**config.mk**
```make
export PLATFORM = sky130hd
export DESIGN_NAME = fluorescence_gate_sequencer
export DESIGN_NICKNAME = d
export VERILOG_FILES = /design/src/rtl/fluorescence_gate_sequencer.sv
export SDC_FILE = /design/constraint.sdc
export NUM_CORES = 1
export LEC_CHECK = 0
export ABC_AREA = 0
export CORE_MARGIN = 3
export CORE_UTILIZATION = 45
export CTS_CLUSTER_DIAMETER = 80
export DETAILED_ROUTE_END_ITERATION = 7
export GPL_TIMING_DRIVEN = 0
export PLACE_DENSITY = 0.71
export RECOVER_POWER = 100
export SLEW_MARGIN = 20
export SYNTH_ARGS = -nofsm -noshare
export SYNTH_HDL_FRONTEND = slang
export SYNTH_SLANG_ARGS = --single-unit
```
**constraint.sdc**
```tcl
create_clock -name clock_in -period 4.1 [get_ports clock_in]
set_clock_uncertainty 0.2 [all_clocks]
set_input_delay 0.41 -clock clock_in [delete_from_list [all_inputs] [get_ports clock_in]]
set_output_delay 0.41 -clock clock_in [all_outputs]
set_load 0.1 [all_outputs]
```
**src/rtl/fluorescence_gate_sequencer.sv**
```systemverilog
// Lock-in photon-counting sequencer. The light source alternates between ON and
// OFF windows, with an optional settle gap after each toggle. Synchronised PMT
// edges are accumulated per window, and the background-corrected net count is
// published at the end.
module fluorescence_gate_sequencer #(
   parameter int COUNT_W = 32,
   parameter int TIME_W  = 32,
   parameter int PER_W   = 16
) (
   input  logic               clock_in,
   input  logic               reset,
   input  logic               PMT_in,
   input  logic               start,
   input  logic               abort,
   input  logic [TIME_W-1:0]  on_cycles,
   input  logic [TIME_W-1:0]  off_cycles,
   input  logic [TIME_W-1:0]  settle_cycles,
   input  logic [PER_W-1:0]   n_periods,
   output logic               light_source_pin,
   output logic               busy,
   output logic               done,
   output logic               result_valid,
   output logic               overflow,
   output logic [COUNT_W-1:0] add_count,
   output logic [COUNT_W-1:0] subtract_count,
   output logic [COUNT_W:0]   net_count
);

   typedef enum logic [2:0] {
      IDLE, ON_SETTLE, ON_COUNT, OFF_SETTLE, OFF_COUNT, FINISH
   } state_t;

   localparam logic [COUNT_W-1:0] COUNT_MAX = '1;

   state_t              state, state_next;
   logic                sync1, sync2, sync3, edge_pulse;
   logic [TIME_W-1:0]   on_last, off_last, settle_len, timer, timer_val;
   logic [PER_W-1:0]    n_last, period_cnt;
   logic                load_timer, start_run, period_inc, finish, light_next;
   logic                count_add, count_sub;
   logic [TIME_W-1:0]   on_last_in, off_last_in;

   // Window lengths are stored as "last index" so that a zero length behaves as one cycle
   assign on_last_in  = (on_cycles  == '0) ? '0 : on_cycles  - TIME_W'(1);
   assign off_last_in = (off_cycles == '0) ? '0 : off_cycles - TIME_W'(1);

   assign busy      = (state != IDLE);
   assign count_add = edge_pulse && (state == ON_COUNT)  && !abort;
   assign count_sub = edge_pulse && (state == OFF_COUNT) && !abort;

   // Two-flop synchroniser followed by a registered rising-edge detector
   always_ff @(posedge clock_in or negedge reset) begin
      if (!reset) begin
         sync1      <= 1'b0;
         sync2      <= 1'b0;
         sync3      <= 1'b0;
         edge_pulse <= 1'b0;
      end else begin
         sync1      <= PMT_in;
         sync2      <= sync1;
         sync3      <= sync2;
         edge_pulse <= sync2 & ~sync3;
      end
   end

   // State register
   always_ff @(posedge clock_in or negedge reset) begin
      if (!reset) state <= IDLE;
      else        state <= state_next;
   end

   // Next-state logic and control strobes; an abort overrides every transition
   always_comb begin
      state_next = state;
      load_timer = 1'b0;
      timer_val  = '0;
      start_run  = 1'b0;
      period_inc = 1'b0;
      finish     = 1'b0;
      light_next = light_source_pin;
      case (state)
         IDLE: begin
            if (start && !abort) begin
               start_run  = 1'b1;
               light_next = 1'b1;
               load_timer = 1'b1;
               if (settle_cycles == '0) begin
                  state_next = ON_COUNT;
                  timer_val  = on_last_in;
               end else begin
                  state_next = ON_SETTLE;
                  timer_val  = settle_cycles - TIME_W'(1);
               end
            end
         end
         ON_SETTLE: begin
            if (timer == '0) begin
               state_next = ON_COUNT;
               load_timer = 1'b1;
               timer_val  = on_last;
            end
         end
         ON_COUNT: begin
            if (timer == '0) begin
               light_next = 1'b0;
               load_timer = 1'b1;
               if (settle_len == '0) begin
                  state_next = OFF_COUNT;
                  timer_val  = off_last;
               end else begin
                  state_next = OFF_SETTLE;
                  timer_val  = settle_len - TIME_W'(1);
               end
            end
         end
         OFF_SETTLE: begin
            if (timer == '0) begin
               state_next = OFF_COUNT;
               load_timer = 1'b1;
               timer_val  = off_last;
            end
         end
         OFF_COUNT: begin
            if (timer == '0) begin
               period_inc = 1'b1;
               if (period_cnt == n_last) begin
                  state_next = FINISH;
               end else begin
                  light_next = 1'b1;
                  load_timer = 1'b1;
                  if (settle_len == '0) begin
                     state_next = ON_COUNT;
                     timer_val  = on_last;
                  end else begin
                     state_next = ON_SETTLE;
                     timer_val  = settle_len - TIME_W'(1);
                  end
               end
            end
         end
         FINISH: begin
            state_next = IDLE;
            finish     = 1'b1;
            light_next = 1'b0;
         end
         default: state_next = IDLE;
      endcase
      if (abort && state != IDLE) begin
         state_next = IDLE;
         light_next = 1'b0;
         load_timer = 1'b0;
         period_inc = 1'b0;
         finish     = 1'b0;
      end
   end

   // Window timer counts down to zero; zero marks the last cycle of the current state
   always_ff @(posedge clock_in or negedge reset) begin
      if (!reset)          timer <= '0;
      else if (load_timer) timer <= timer_val;
      else if (timer != '0) timer <= timer - TIME_W'(1);
   end

   // Configuration latch, saturating accumulators, period counter and result publication
   always_ff @(posedge clock_in or negedge reset) begin
      if (!reset) begin
         on_last          <= '0;
         off_last         <= '0;
         settle_len       <= '0;
         n_last           <= '0;
         period_cnt       <= '0;
         add_count        <= '0;
         subtract_count   <= '0;
         net_count        <= '0;
         overflow         <= 1'b0;
         result_valid     <= 1'b0;
         done             <= 1'b0;
         light_source_pin <= 1'b0;
      end else begin
         done             <= 1'b0;
         light_source_pin <= light_next;
         if (start_run) begin
            on_last        <= on_last_in;
            off_last       <= off_last_in;
            settle_len     <= settle_cycles;
            n_last         <= (n_periods == '0) ? '0 : n_periods - PER_W'(1);
            period_cnt     <= '0;
            add_count      <= '0;
            subtract_count <= '0;
            overflow       <= 1'b0;
            result_valid   <= 1'b0;
         end else begin
            if (count_add) begin
               if (add_count == COUNT_MAX) overflow <= 1'b1;
               else                        add_count <= add_count + COUNT_W'(1);
            end
            if (count_sub) begin
               if (subtract_count == COUNT_MAX) overflow <= 1'b1;
               else                             subtract_count <= subtract_count + COUNT_W'(1);
            end
            if (period_inc) period_cnt <= period_cnt + PER_W'(1);
            if (finish) begin
               net_count    <= {1'b0, add_count} - {1'b0, subtract_count};
               result_valid <= 1'b1;
               done         <= 1'b1;
            end
         end
      end
   end

endmodule

```
# --- Word-level counts from Yosys, hierarchy flattened ---
# Cells that the tools add are included.
totals:
  elab_cells: 135
  ff_bits: 268
  out_inout_bits: 102
  inputBits: 117
op_classes:
  n_mux: 60
  addsub: 10
  n_reduce_logical: 28
  bitwise_logic: 3
  eq_ne: 16
op_table:
  columns: ["cell", "n"]
  rows:
  - ["$mux 32", 19]
  - ["$logic_not 32->1", 5]
  - ["$pmux 32 s5", 1]
  - ["$sub 32x1->32 const B", 5]
  - ["$add 32x1->32 const B", 2]
  - ["$eq 32x32->1 const B", 2]
  - ["$mux 16", 3]
  - ["$sub 32x32->33", 1]
  - ["$reduce_bool 32->1", 1]
  - ["$mux 1", 24]
  - ["$mux 3", 8]
  - ["$add 16x1->16 const B", 1]
  - ["$eq 16x16->1", 1]
  - ["$logic_not 16->1", 1]
  - ["$sub 16x1->16 const B", 1]
  - ["$pmux 3 s5", 1]
  - ["$reduce_and 5->1", 2]
  - ["$reduce_bool 2->1", 5]
  - ["$ne 3x3->1 const B", 3]
  - ["$eq 3x2->1 const B", 2]
  - ["$eq 3x3->1 const B", 2]
  - ["$logic_and 1x1->1", 6]
  - ["$ne 3x1->1 const B", 2]
  - ["$reduce_and 2->1", 3]
  - ["13 further kinds", 16]

# --- Longest topological paths before layout ---
depth:
  ltp_word: 7
  depth_mapped: 13

# --- Least setup slack after synthesis ---
# Ideal clock, no wire load.
synth_timing:
  path_kind: "reg2reg"
  from: "register subtract_count[14]"
  to: "register net_count[29]"
  slack_ns: 0.542
  path_buffers: 1
  stages_incl_launch_ff: 12
  required_ns: 3.829
  t_arrival_ns: 3.287
  setup_time_ns: 0.071
  path_cell_list: "dfrtp_1 -> inv_1 -> ha_1 -> clkbuf_1 -> a21oi_1 -> o21ai_1 -> a221oi_1 -> nand3_1 -> o211a_1 -> or2_2 -> or3_1 -> nand3_1"
synth_via:
  elab_chain_cells: 1
synth_rtl:
  columns: ["item", "line", "rtl"]
  rows:
  - ["from (decl)", "25", "output logic [COUNT_W-1:0] subtract_count,"]
  - ["from (signal assigned)", "199", "else subtract_count <= subtract_count + COUNT_W'(1);"]
  - ["$sub 32x32->33", "203", "net_count <= {1'b0, add_count} - {1'b0, subtract_count};"]
  - ["to (signal assigned)", "203", null]
  - ["to (decl)", "26", "output logic [COUNT_W:0] net_count"]
# Every way passes these cells.
# A chain may end at the register's enable or synchronous reset.

# --- Worst setup path after layout ---
layout_timing:
  from: "input settle_cycles[12]"
  to: "register timer[16]"
layout_via:
  elab_chain_cells: 5
layout_rtl:
  columns: ["item", "line", "rtl"]
  rows:
  - ["from (decl)", "17", "input logic [TIME_W-1:0] settle_cycles,"]
  - ["$sub 32x1->32 or $logic_not 32->1 (tied branches)", "92, 87", null]
  - ["$mux 32 (*)", "87", "if (settle_cycles == '0) begin"]
  - ["$mux 32 (*)", "83", "if (start && !abort) begin"]
  - ["$pmux 32 s5 (*)", "81", "case (state)"]
  - ["$mux 32 (*)", "160", "else if (load_timer) timer <= timer_val;"]
  - ["to (signal assigned)", "160", null]
  - ["to (signal assigned)", "161", "else if (timer != '0) timer <= timer - TIME_W'(1);"]
  - ["to (decl)", "37", "logic [TIME_W-1:0] on_last, off_last, settle_len, timer, timer_val;"]
# Mark *: on every way between the ends. The rest lies on a longest branch, timed or not.

==> run summary <==
The flow ran to the end, but the final reports show violations. The checks that failed: capacitance limit, slew limit. Yosys printed 0 warnings.

Flip-flop and latch count after synthesis: 268. The adder-cell area share of the yosys netlist came out at 0.0324. The endpoint kind of the worst setup timing path is a register. The congestion estimate from routability-driven global placement came to 0.965. The detailed-placement wirelength estimate came out at 48.8 mm. The area fraction in compound gates after synthesis was 0.157.

In this run the remaining antenna-violating nets after routing total 0. Synthesis produced a netlist whose cell count is 2,109. In this run the worst path has a maximum fanout of 10.

The logs give 0.402 for the part of the power in registers and 90 for the final-report max-slew violation count. The multiplexer area fraction after synthesis works out to 0.00405. The source of the critical timing path is settle_cycles[12]. The switching share of power is 0.373. The total length of routed wires is 62.2 mm, and the final number of hold-violating endpoints is 0.

The number of global-route vias before repair is 16,400. Ranked by instance count, the synthesized netlist is headed by 324 x sky130_fd_sc_hd__nand2_1, 268 x sky130_fd_sc_hd__dfrtp_1, 225 x sky130_fd_sc_hd__nor2_1. The clock drives 268 sinks.

No sink is reached through more buffers than the 3 on the longest clock path. The predominant post-synthesis flop cell was sky130_fd_sc_hd__dfrtp_1. The tools report the starting utilization of the core area as 0.462. The worst path needs 4030 ps of the cycle, external delays included. For the final standard cell utilization of the core, the log shows 0.569.

Clock-pin slew was measured on the worst setup and hold paths at 60 ps. The number of nets handed over by synthesis was 2,271. The per-instance average area after synthesis works out to 8.34 sq um. TritonCTS built the clock tree. The number of antenna diodes in the final layout is 0. The share of total power in the clock network was 0.320. The layout has 3,465 filler cells.

The count of unresolved DRC violations after routing came out at 0. Compared with the post-synthesis result, the final layout area differs by 23.4%. At the later pin of the worst-skew pair, clock insertion delay measures 560 ps. For this design the static power due to leakage is 9.19 nW.

The fraction of synthesis flops using an asynchronous set or reset pin is 1.00, and the power per unit of standard cell area is 474 nW/um^2. Setup violations remaining at the end of the flow were counted as 0. For this design the top-level I/O count stands at 219. Entering global routing, the biggest net connects 93 pins. Count of TritonRoute iterations in the first routing pass: 6. In the post-synthesis netlist, the cell with the most instances is sky130_fd_sc_hd__nand2_1. The run gives 1 as the initial antenna violation count. The length in cells of the worst reg-to-reg path works out to 12. Area share of the largest cell type after synthesis: 0.381.

The routed layout has 17,000 vias. The type of element launching the critical path is an input port. The path class of the tightest hold or removal check is reg -> reg.

The routed length per instance is 21.4 um. Largest family of logic cells by synthesized area: simple AND/OR/NAND/NOR gates. The die width is 204 um, and the worst-margin pin slew is 2450 ps. The area of the die was 41,500 sq um; the number of input and output port buffers inserted was 218. The share of power burned in combinational logic is 0.278, and the number of clock buffers inserted by TritonCTS is 34. The run gives 0 as the aggregate global routing overflow.

The number of different library cells used by synthesis comes to 81. The overall routing resource usage was 0.295; the worst-case register-to-register setup slack was 100 ps. The fraction of the cycle the final worst path needs is 0.983.

The fraction of synthesized cell area in xor and xnor cells was 0.125; the number of levels in the clock H-tree was 2. In this run the power spent charging and discharging nets is 3.84 mW. The critical path ends at timer[16]$_DFFE_PN0P_.

The number of enable flip-flop cells after synthesis was 0. The first global-routing pass estimated 95.6 mm of wire. The tree is rooted in a sky130_fd_sc_hd__clkbuf_16. The internal power of the cells totals 6.44 mW. In this run the core area contains 71 standard-cell rows. The logs give 248 MHz for the fmax and 2,528 for the number of nets at the end of the flow.

The run gives 0 as the number of buffers inserted to repair setup after CTS. The part of the Yosys area used for sequential elements is 0.381, and the maximum vdd drop is 325 uV. After layout, the design draws a total of 10.3 mW. The largest total area in the synthesized netlist belongs to sky130_fd_sc_hd__dfrtp_1. The worst register-to-register path begins at timer[0]$_DFFE_PN0P_. STA puts the critical path data arrival time at 4220 ps. The post-synthesis instance area came out at 17,600 sq um. For the floorplan core area, the log shows 38,100 sq um. At the worst endpoint, the required time is 4290 ps. After detailed routing, the number of vias per cell comes to 5.86. The end of the worst register-to-register path was timer[3]$_DFFE_PN0P_. The tools report the number of maximum-capacitance violations as 1. The fraction of final layout cells with drive strength greater than 1 is 0.0543, and the simple-gate area share of the yosys netlist is 0.262. In this run the vertical extent of the chip is 204 um.

In this run, the number of DRC markers left after iteration 0 of detailed routing was 1,853. Sorting the synthesized cells by area gives the leading types as sky130_fd_sc_hd__dfrtp_1 38%, sky130_fd_sc_hd__xnor2_1 7.9%, sky130_fd_sc_hd__nand2_1 6.9%, sky130_fd_sc_hd__nor2_1 4.8%, sky130_fd_sc_hd__xor2_1 4.6%. The critical path is of the in -> reg type. The run gives -0.635 as the worst relative slew slack.
-- cell families (layout without fill, tap and decap cells) --
logic type | count (synthesis) | in the layout
AO/OA/AOI/OAI | 428 | 428
XOR/XNOR | 251 | 251
adder cells (fa/ha/maj) | 45 | 45
buffers and inverters | 168 | 451
flip-flops | 268 | 268
multiplexers | 7 | 7
AND/OR/NAND/NOR | 942 | 942
-- power by group through the flow --
stage               sequential, mW  combinational (mW)  clock [mW]
floorplan                     4.14                1.70           0
global placement              4.11                2.76           0
detailed placement            4.14                2.83           0
CTS                           4.10                2.85        3.32
global route                  4.22                3.12        3.43
finish                        4.13                2.85        3.29
-- cell type report --
| type | count | area (sq um) | share of cell area |
|---|---|---|---|
| well taps | 511 | 639 | 0.0295 |
| plain buffers | 96 | 413 | 0.0190 |
| repair buffers | 221 | 2240 | 0.103 |
| clock inverters | 16 | 244 | 0.0112 |
| flip-flops and latches | 268 | 6710 | 0.309 |
| inverters | 72 | 270 | 0.0125 |
| clock buffers | 46 | 997 | 0.0460 |
| multi-input cells | 1673 | 10200 | 0.469 |
-- sequential cells by signal, indices dropped and copies added (netlist names) --
| register | flops |
|---|---|
| done | 1 |
| light_source_pin | 1 |
| result_valid | 1 |
| net_count | 33 |
| edge_pulse | 1 |
| overflow | 1 |
| sync2 | 1 |
| sync1 | 1 |
| n_last | 16 |
| state | 3 |
| on_last | 32 |
| timer | 32 |
| period_cnt | 16 |
| off_last | 32 |
| sync3 | 1 |
| subtract_count | 32 |
| add_count | 32 |
| settle_len | 32 |
-- worst max-delay path, stage by stage --
cell,delay (ps)
sky130_fd_sc_hd__clkdlybuf4s50_1,570
sky130_fd_sc_hd__or3_1,430
sky130_fd_sc_hd__clkbuf_1,170
sky130_fd_sc_hd__nor4_2,490
sky130_fd_sc_hd__nand3_1,260
sky130_fd_sc_hd__nor2_1,610
sky130_fd_sc_hd__clkbuf_2,450
sky130_fd_sc_hd__a211oi_1,160
sky130_fd_sc_hd__a2111oi_2,560
sky130_fd_sc_hd__a21oi_1,90
-- metrics by stage --
step | setup TNS (ps) | cells | area, sq um | hold slack (ps) | setup slack [ps]
floorplan | 0 | 2109 | 17600 | -85.6 | 542
global placement | -2464380 | 2838 | 20400 | 139 | -9210
detailed placement | -4390 | 2840 | 20500 | 150 | -752
CTS | 0 | 2903 | 21700 | 77.4 | 34.1
global route | -5.82 | 2903 | 21700 | 176 | -5.82
finish | 0 | 2903 | 21700 | 167 | 68.8
-- how the worst min path moves through the flow --
stage,startpoint,endpoint,slack (ps),depth (start not counted)
global placement,sync1$_DFF_PN0_,sync2$_DFF_PN0_,140,0
finish,sync1$_DFF_PN0_,sync2$_DFF_PN0_,170,0
detailed placement,sync1$_DFF_PN0_,sync2$_DFF_PN0_,150,0
global route,sync1$_DFF_PN0_,sync2$_DFF_PN0_,180,0
CTS,PMT_in,sync1$_DFF_PN0_,80,1
floorplan,reset,add_count[0]$_DFFE_PN0P_,-90,0
-- routing by layer --
layer | track usage | vias to the layer above | part of all wire
li1 | - | 7977 | -
met1 | 0.427 | 8255 | 0.45
met2 | 0.470 | 693 | 0.46
met3 | 0.0410 | 73 | 0.077
met4 | 0.0708 | 0 | 0.020
met5 | 0 | - | 0
-- repair_timing --
item / 4_1_cts / 5_1_grt
resized for setup: 1 / 4
hold endpoints to repair: 89 / 0
setup endpoints to repair: 1 / 7
hold buffers: 1 / 0
-- cells in the final DEF, fill, tap and decap left out, types with 7 or more instances in the layout --
cell	instances
sky130_fd_sc_hd__a211oi_1	14
sky130_fd_sc_hd__and3_1	28
sky130_fd_sc_hd__xor2_1	92
sky130_fd_sc_hd__or3_1	29
sky130_fd_sc_hd__or2_2	8
sky130_fd_sc_hd__a22oi_1	36
sky130_fd_sc_hd__o31ai_1	18
sky130_fd_sc_hd__nand3_1	53
sky130_fd_sc_hd__inv_1	71
sky130_fd_sc_hd__a21o_1	13
sky130_fd_sc_hd__nor4_2	9
sky130_fd_sc_hd__a221oi_1	11
sky130_fd_sc_hd__nand2b_1	12
sky130_fd_sc_hd__nor2b_1	15
sky130_fd_sc_hd__buf_2	16
sky130_fd_sc_hd__clkbuf_1	70
sky130_fd_sc_hd__a31oi_1	12
sky130_fd_sc_hd__clkbuf_8	8
sky130_fd_sc_hd__nor4_1	42
sky130_fd_sc_hd__clkbuf_16	35
sky130_fd_sc_hd__xnor2_1	159
sky130_fd_sc_hd__nand2_1	324
sky130_fd_sc_hd__nand3b_1	8
sky130_fd_sc_hd__o22ai_1	9
sky130_fd_sc_hd__a22o_1	7
sky130_fd_sc_hd__dlygate4sd3_1	106
sky130_fd_sc_hd__o21ai_0	135
sky130_fd_sc_hd__or4_1	22
sky130_fd_sc_hd__o211ai_1	19
sky130_fd_sc_hd__nor2_1	225
sky130_fd_sc_hd__dfrtp_1	268
sky130_fd_sc_hd__a21oi_1	72
sky130_fd_sc_hd__nor3_1	83
sky130_fd_sc_hd__nand4_1	37
sky130_fd_sc_hd__and2_1	9
sky130_fd_sc_hd__ha_1	44
sky130_fd_sc_hd__o21ai_1	15
sky130_fd_sc_hd__and4_1	7
sky130_fd_sc_hd__clkdlybuf4s50_1	112
Note: power is estimated with default switching activity, not from simulation.
